File: config.mk
export PLATFORM = sky130hd
export DESIGN_NAME = imem_arbiter
export DESIGN_NICKNAME = d
export VERILOG_FILES = /design/src/rtl/imem_arbiter_pkg.sv /design/src/rtl/imem_starve_cnt.sv /design/src/rtl/imem_arbiter.sv
export SDC_FILE = /design/constraint.sdc
export NUM_CORES = 1
export LEC_CHECK = 0
export CAP_MARGIN = 15
export CORE_AREA = 2 2 83 85
export DETAILED_ROUTE_END_ITERATION = 6
export DIE_AREA = 0 0 85 87
export PLACE_DENSITY_LB_ADDON = 0.05
export SYNTH_ARGS = -nofsm -noshare
export SYNTH_HDL_FRONTEND = slang
export SYNTH_SLANG_ARGS = --single-unit
File: constraint.sdc
create_clock -name clk -period 3.79 [get_ports clk]
set_input_delay 0.5685 -clock clk [delete_from_list [all_inputs] [get_ports clk]]
set_output_delay 0.5685 -clock clk [all_outputs]
set_load 0.03 [all_outputs]
File: src/rtl/imem_arbiter_pkg.sv
// Shared definitions for the instruction-memory arbiter: arbitration states and
// the byte-address to word-index rule used by the fetch and memory paths.
package imem_arbiter_pkg;

    // Arbitration modes: fetch priority, loader forced slot, loader exclusive hold
    typedef enum logic [1:0] {
        ARB_FETCH = 2'd0,
        ARB_FORCE = 2'd1,
        ARB_HOLD  = 2'd2
    } arb_state_e;

    // Byte offset bits dropped from a byte address to form a word index
    localparam int unsigned BYTE_OFS_W = 2;

    // Word index width for a memory of depth_words 32-bit words
    function automatic int unsigned idx_width(input int unsigned depth_words);
        return $clog2(depth_words);
    endfunction

endpackage

File: src/rtl/imem_starve_cnt.sv
// Saturating count of consecutive denied loader cycles; flags when the next
// denial must be the last one before the loader is forced a slot.
module imem_starve_cnt #(
    parameter int unsigned MAX_LOAD_WAIT = 4
) (
    input  logic clk,
    input  logic rst,
    input  logic clr,
    input  logic inc,
    output logic at_thresh
);

    localparam int unsigned CNT_W = $clog2(MAX_LOAD_WAIT + 1);
    localparam logic [CNT_W-1:0] THRESH = CNT_W'(MAX_LOAD_WAIT - 1);

    logic [CNT_W-1:0] cnt_q;
    logic [CNT_W-1:0] cnt_d;

    // Clear wins over increment; count saturates at the threshold
    always_comb begin
        cnt_d = cnt_q;
        if (clr) begin
            cnt_d = '0;
        end else if (inc && (cnt_q != THRESH)) begin
            cnt_d = cnt_q + CNT_W'(1);
        end
    end

    // Counter register
    always_ff @(posedge clk or posedge rst) begin
        if (rst) begin
            cnt_q <= '0;
        end else begin
            cnt_q <= cnt_d;
        end
    end

    assign at_thresh = (cnt_q == THRESH);

endmodule

File: src/rtl/imem_arbiter.sv
// Single-port instruction memory arbiter between fetch reads and loader writes.
// Fetch has priority; a starvation counter forces a loader slot and l_hold gives
// the loader exclusive access. Misaligned loader writes are acked but dropped.
module imem_arbiter
    import imem_arbiter_pkg::*;
#(
    parameter int unsigned DEPTH_WORDS   = 1024,
    parameter int unsigned MAX_LOAD_WAIT = 4,
    localparam int unsigned IDX_W        = idx_width(DEPTH_WORDS)
) (
    input  logic             clk,
    input  logic             rst,
    input  logic             f_req,
    input  logic [31:0]      f_addr,
    output logic             f_gnt,
    output logic             f_rvalid,
    output logic [31:0]      f_rdata,
    input  logic             l_valid,
    input  logic [31:0]      l_addr,
    input  logic [31:0]      l_wdata,
    output logic             l_ready,
    input  logic             l_hold,
    output logic             m_en,
    output logic             m_we,
    output logic [IDX_W-1:0] m_addr,
    output logic [31:0]      m_wdata,
    input  logic [31:0]      m_rdata,
    output logic             err_misaligned
);

    arb_state_e state_q, state_d;
    logic       f_rvalid_q, f_rvalid_d;
    logic       err_q, err_d;
    logic       l_aligned;
    logic       ld_denied;
    logic       cnt_clr;
    logic       at_thresh;
    logic       unused_addr_bits;

    // Bits above the index alias modulo DEPTH_WORDS; fetch offset bits are ignored
    assign unused_addr_bits = ^{f_addr[31:IDX_W+BYTE_OFS_W], f_addr[BYTE_OFS_W-1:0],
                                l_addr[31:IDX_W+BYTE_OFS_W]};
    assign l_aligned = (l_addr[BYTE_OFS_W-1:0] == '0);

    // Grants from registered mode and live requests; nothing granted in reset
    always_comb begin
        f_gnt   = 1'b0;
        l_ready = 1'b0;
        if (!rst) begin
            case (state_q)
                ARB_FETCH: begin
                    if (f_req && !l_hold) begin
                        f_gnt = 1'b1;
                    end else begin
                        l_ready = l_valid;
                    end
                end
                ARB_FORCE, ARB_HOLD: l_ready = l_valid;
                default: ;
            endcase
        end
        ld_denied = l_valid && !l_ready;
        cnt_clr   = !l_valid || l_ready || (state_q == ARB_FORCE);
    end

    // Next mode: hold overrides everything, forced slot lasts one cycle
    always_comb begin
        state_d = state_q;
        if (l_hold) begin
            state_d = ARB_HOLD;
        end else begin
            case (state_q)
                ARB_FETCH: if (ld_denied && at_thresh) state_d = ARB_FORCE;
                ARB_FORCE: state_d = ARB_FETCH;
                ARB_HOLD:  state_d = ARB_FETCH;
                default:   state_d = ARB_FETCH;
            endcase
        end
    end

    // Memory port steering; a dropped misaligned write leaves the port idle
    always_comb begin
        m_we    = l_ready && l_aligned;
        m_en    = f_gnt || m_we;
        m_addr  = l_ready ? l_addr[IDX_W+BYTE_OFS_W-1:BYTE_OFS_W]
                          : f_addr[IDX_W+BYTE_OFS_W-1:BYTE_OFS_W];
        m_wdata = l_wdata;
    end

    // Read-valid tracks the grant; misalignment error is sticky
    always_comb begin
        f_rvalid_d = f_gnt;
        err_d      = err_q || (l_ready && !l_aligned);
    end

    // State registers
    always_ff @(posedge clk or posedge rst) begin
        if (rst) begin
            state_q    <= ARB_FETCH;
            f_rvalid_q <= 1'b0;
            err_q      <= 1'b0;
        end else begin
            state_q    <= state_d;
            f_rvalid_q <= f_rvalid_d;
            err_q      <= err_d;
        end
    end

    assign f_rvalid       = f_rvalid_q;
    assign f_rdata        = m_rdata;
    assign err_misaligned = err_q;

    imem_starve_cnt #(
        .MAX_LOAD_WAIT(MAX_LOAD_WAIT)
    ) u_starve_cnt (
        .clk      (clk),
        .rst      (rst),
        .clr      (cnt_clr),
        .inc      (ld_denied),
        .at_thresh(at_thresh)
    );

endmodule

==> flow_summary.json, run 1 <==
{
  "grt_pass1_vias": 718,
  "rsz0062_at_grt": "no",
  "clock_path_buffers": 2,
  "drtPass1Iterations": 4,
  "nets": 237,
  "slew_violations": 0,
  "insertion_delay_ns": 0.23,
  "use_met3_pct": 5.403,
  "grt_use_met1_pct": 5.074,
  "overflow": 0,
  "worst_setup_path_end_kind": "primary output",
  "viasPerCell": 3.579,
  "fillers": 716,
  "core-area_um2": 6569,
  "final_area_um2": 1154,
  "synth_mux_area_share_pct": 14.86,
  "timing.rr.start": "state_q[0]",
  "vdd_ir_drop_max_uv": 55.46,
  "syn-num-nets": 253,
  "timing_worst_setup_path_type": "input port to primary output",
  "wl_per_cell_um": 12.47,
  "cellPowerDensity_nw_per_um2": 268.9,
  "timing.fmax_ghz": 0.3163,
  "die_height_um": 87,
  "cts_resized": 0,
  "placed_area_um2": 1109,
  "startpoint_type": "input port",
  "critical_path_required_ns": 3.22,
  "grt_pass1_wl_um": 3415,
  "synthAdderAreaFrac_pct": 5.945,
  "antenna_cells": 0,
  "root_buffer": "clkbuf_8",
  "yosys.area.top_type": "buf_4",
  "gr-max-usage-layer": "met2",
  "ys_warn_count": 0,
  "cpMaxStageDelayCell": "clkdlybuf4s50_1",
  "syn_area_per_cell_um2": 9.150,
  "synth_area_leaders": "buf_4 46%, dfrtp_1 17%, mux2_4 13%",
  "drive_gt1_share_pct": 21.43,
  "cts_htree_levels": 1,
  "die_width_um": 85,
  "yosys.area_share.simple_pct": 7.372,
  "num_io_pins": 213,
  "synth_xor_area_share_pct": 0.8323,
  "finalCritPeriodShare_pct": 83.41,
  "synth-seq-cells": 7,
  "p_leak_nw": 0.4836,
  "netlist.area_leader.share_pct": 45.66,
  "cts.reportedPaths.clkPinSlew_ns": 0.05,
  "cts_tree": "yes",
  "vias": 637,
  "synthArstFlopShare_pct": 100.0,
  "port_buffers": 42,
  "routed_wirelength_um": 2219,
  "worstMarginPinSlew_ns": 0.3669,
  "maxSlewHeadroom_pct": 75.31,
  "final-hold-violation-count": 0,
  "ff2ff_path_depth": 5,
  "yosys_most_used_dff": "dfrtp_1",
  "slowest_delay_ns": 0.59,
  "drtAntennaViolNets": 0,
  "dieArea_um2": 7395,
  "synth_cell_types": 25,
  "area_growth_pct": 9.632,
  "cap_violations": 0,
  "initial_core_util_pct": 16.02,
  "setup_viol": 0,
  "holdBufCountCts": 0,
  "drc": 0,
  "synth-compound-area-share_pct": 5.470,
  "grt_max_degree": 12,
  "syn_inst": 115,
  "setup_tns_ns": 0,
  "cts_setup_buffers": 0,
  "synth_edf_count": 0,
  "yosysSeqAreaShare_pct": 16.65,
  "critPathMaxFanout": 11,
  "whs_path_depth": 2,
  "grt_antenna_before_repair": 0,
  "grt_usage_pct": 5.917,
  "timing.critical_path.mode_cell": "clkdlybuf4s50_1",
  "dp_hpwl_um": 1907,
  "hp-class": "register to register",
  "grtUsageMet2_pct": 9.091,
  "r2r_setup_slack_ns": 2.27,
  "status": "finished clean",
  "fin_skew_ns": 0.007827,
  "synth_top_family_by_area": "buffers and inverters",
  "cts_buffers": 3,
  "place.gp.congestion": 0.6278,
  "worst_ep_arrival_time_ns": 2.59,
  "crit_chain": "clkdlybuf4s50_1, nand3_1, nor2_2, buf_12, mux2_2, clkdlybuf4s50_1",
  "fin_util_pct": 17.56,
  "r2r_end": "state_q[1]",
  "cts.sinks": 7,
  "timing.final.crit_period_ns": 3.161,
  "num_rows": 30,
  "hold_end": "err_misaligned",
  "hold_ws_ns": 0.4669,
  "syn_area_um2": 1052,
  "dr.first_iter.drc_count": 18,
  "hold_start": "err_misaligned"
}
metrics by stage:
step / worst slack (ns) / power, mW / instances
after detailed placement: 0.6243 / 0.2056 / 174
after floorplan: 0.9248 / 0.2735 / 115
after global routing: 0.5319 / 0.3310 / 178
after CTS: 0.6078 / 0.3182 / 178
final: 0.6289 / 0.3103 / 178
after global placement: 0.6082 / 0.2057 / 174
report_power, final:
group | total, mW | internal [mW] | switching, mW
Sequential | 0.0824 | 0.0795 | 0.00284
Combinational | 0.120 | 0.0676 | 0.0524
Clock | 0.108 | 0.0730 | 0.0349
Total | 0.310 | 0.220 | 0.0901
cells by family after synthesis:
logic type / Yosys count
compound gates: 7
xor+xnor: 1
fa+ha+maj: 5
buf+inv: 71
flops: 7
mux: 11
simple gates: 13
layout by cell type, fill, tap and decap left out, types with 3 or more instances in the layout:
master / netlist / final
ha_1: 5 / 5
nor2_1: 5 / 5
dfrtp_1: 7 / 7
mux2_4: 9 / 9
clkbuf_8: 0 / 3
clkdlybuf4s50_1: 0 / 42
inv_1: 6 / 6
per-layer routing:
layer	part of all wire, %	vias up
met1	33	278
met4	2.9	0
li1	-	269
met2	44	75
met3	20	15
met5	0	-
synth_stat cells, types with 5 or more instances:
master   count
buf_4       64
inv_1        6
mux2_4       9
nor2_1       5
ha_1         5
dfrtp_1      7
worst max-delay path: cells and delay by family:
family / cells / cell delay, ns
buffers and inverters: 3 / 1.28
and+or+nand+nor: 2 / 0.41
muxes: 1 / 0.33
how the worst max path moves through the flow:
| stage | startpoint | end | slack, ns | cells after the start |
|---|---|---|---|---|
| finish | l_valid | m_addr[9] | 0.63 | 6 |
| global route | l_valid | m_addr[1] | 0.53 | 6 |
| floorplan | rst | m_en | 0.92 | 4 |
| global placement | l_valid | m_addr[9] | 0.61 | 6 |
| CTS | l_valid | m_addr[9] | 0.61 | 6 |
| detailed placement | l_valid | m_addr[9] | 0.62 | 6 |
area by class of cell:
cell class                      count  area [um2]  share of cell area [%]
Timing Repair Buffer               44       447.9                   38.83
Multi-Input combinational cell     37       362.8                   31.45
Sequential cell                     7       175.2                   15.18
Tap cell                           80       100.1                   8.677
Clock buffer                        4       45.04                   3.905
Inverter                            6       22.52                   1.952
sequential cells by signal, indices dropped and copies added, names as in the netlist:
register and flops:
u_starve_cnt.cnt_q 3, state_q 2, err_misaligned 1, f_rvalid 1
No activity file was read; power rests on OpenSTA's default activity.
==> inputs of run 2 (changes only) <==
- CORE_AREA: 2 2 83 85 -> not set
- CORE_MARGIN: not set -> 2
- CORE_UTILIZATION: not set -> 17
- DIE_AREA: 0 0 85 87 -> not set
- clock period: 3.79 -> 2.9 ns (I/O delays scaled with it)
==> flow_summary.json, run 2 (synthesized netlist as in run 1, its figures left out) <==
{
  "timing.final.crit_period_ns": 2.781,
  "regArea_um2": 175.2,
  "vdd_ir_drop_max_uv": 82.37,
  "whs_path_depth": 2,
  "viasPerCell": 3.631,
  "num_rows": 28,
  "nets": 240,
  "cts_buffers": 3,
  "setup_viol": 0,
  "cts.sinks": 7,
  "final_common_cell": "clkdlybuf4s50_1",
  "slew_violations": 0,
  "top_regs": "u_starve_cnt.cnt_q (3), state_q (2)",
  "area_growth_pct": 11.65,
  "largest-register": "u_starve_cnt.cnt_q",
  "final_area_um2": 1175,
  "cts_htree_levels": 1,
  "finalCritPeriodShare_pct": 95.89,
  "setup_tns_ns": 0,
  "die_width_um": 82.68,
  "insertion_delay_ns": 0.22,
  "fin_util_pct": 19.73,
  "cts.reportedPaths.clkPinSlew_ns": 0.04,
  "dp_hpwl_um": 2532,
  "ff2ff_path_depth": 6,
  "vias": 639,
  "maxSlewHeadroom_pct": 64.47,
  "critPathMaxFanout": 11,
  "fin_skew_ns": 0.001958,
  "root_buffer": "clkbuf_8",
  "drive_gt1_share_pct": 27.72,
  "worst_setup_path_end_kind": "primary output",
  "grt_antenna_before_repair": 0,
  "hp-class": "register to register",
  "dieArea_um2": 6835,
  "cts_tree": "yes",
  "drtPass1Iterations": 2,
  "rsz0062_at_grt": "no",
  "initial_core_util_pct": 17.67,
  "holdBufCountCts": 0,
  "timing.fmax_ghz": 0.3596,
  "clock_path_buffers": 2,
  "routed_wirelength_um": 2901,
  "drtAntennaViolNets": 0,
  "drc": 0,
  "timing_worst_setup_path_type": "input port to primary output",
  "num_io_pins": 213,
  "p_leak_nw": 0.5165,
  "dp_slack_ns": 0.06448,
  "grt_max_degree": 12,
  "cap_violations": 0,
  "startpoint_type": "input port",
  "grt_pass1_vias": 676,
  "largest_reg_flops": 3,
  "fillers": 671,
  "grt_usage_pct": 8.456,
  "status": "finished clean",
  "placed_area_um2": 1127,
  "port_buffers": 42,
  "antenna_cells": 0,
  "grt_pass1_wl_um": 4071,
  "core-area_um2": 5956,
  "worst_ep_arrival_time_ns": 2.35,
  "overflow": 0,
  "cellPowerDensity_nw_per_um2": 344.8,
  "place.gp.congestion": 0.6439,
  "final-hold-violation-count": 0,
  "dr.first_iter.drc_count": 16,
  "wl_per_cell_um": 16.48,
  "worstMarginPinSlew_ns": 0.5281,
  "die_height_um": 82.68,
  "setup_ws_ns": 0.1192,
  "layout_common_cells": "37 x clkdlybuf4s50_1, 9 x mux2_4, 7 x dfrtp_1, 7 x buf_4, 6 x inv_1",
  "critical_path_required_ns": 2.47,
  "multi_input_area_um2": 362.8
}
==> run 2: changes by cell type in the layout (fill, tap and decap cells not counted) <==
cell             change
buf_4                +6
clkdlybuf4s50_1      -5
buf_12               +1
dlymetal6s2s_1       +1
==> run 2: critical path, stage by stage <==
cell             delay [ns]
clkdlybuf4s50_1        0.48
nand2b_4               0.13
a21oi_4                0.06
nor2_2                 0.16
buf_12                 0.16
mux2_4                 0.30
clkdlybuf4s50_1        0.60
==> run 2: power breakdown <==
| part | switching (mW) | internal (mW) |
|---|---|---|
| clock | 0.0409 | 0.0950 |
| sequential | 0.00381 | 0.104 |
| combinational | 0.0696 | 0.0917 |
| total | 0.114 | 0.291 |
==> run 2: worst paths after layout <==
path | to | startpoint | slack (ns)
worst max-delay path | m_addr[2] | l_hold | 0.12
worst min-delay path | err_misaligned | err_misaligned | 0.49
worst max register to register | state_q[1] | state_q[0] | 1.31
worst min register to register | err_misaligned | err_misaligned | 0.49
max in group asynchronous | u_starve_cnt.cnt_q[0] | rst | 2.25
min in group asynchronous | state_q[1] | rst | 0.52
==> run 2: per-layer routing <==
metal  track usage, %  vias up  wire length (um)
li1                 -      274                 -
met4            7.377        0               198
met3            8.804       38               841
met2            10.56       73               995
met1            7.632      254               864
met5                0        -                 0
==> run 2: metrics by stage <==
step / total power, mW / instances / hold slack (ns)
floorplan: 0.3575 / 115 / 0.2514
global placement: 0.2734 / 172 / 0.4677
detailed placement: 0.2730 / 172 / 0.4981
CTS: 0.4162 / 176 / 0.5086
global route: 0.4312 / 176 / 0.5407
finish: 0.4050 / 176 / 0.4856
==> run 2: cell type report <==
type,instances,share of cell area (%)
multi-input cells,37,30.88
repair buffers,47,40.47
well taps,75,7.987
flip-flops and latches,7,14.91
inverters,6,1.917
clock buffers,4,3.834
==> run 2: repair_timing <==
item | CTS | global route
setup endpoints to repair | 0 | 1
buffers inserted | 0 | 0
hold endpoints to repair | 0 | 0
gates resized for setup | 0 | 1
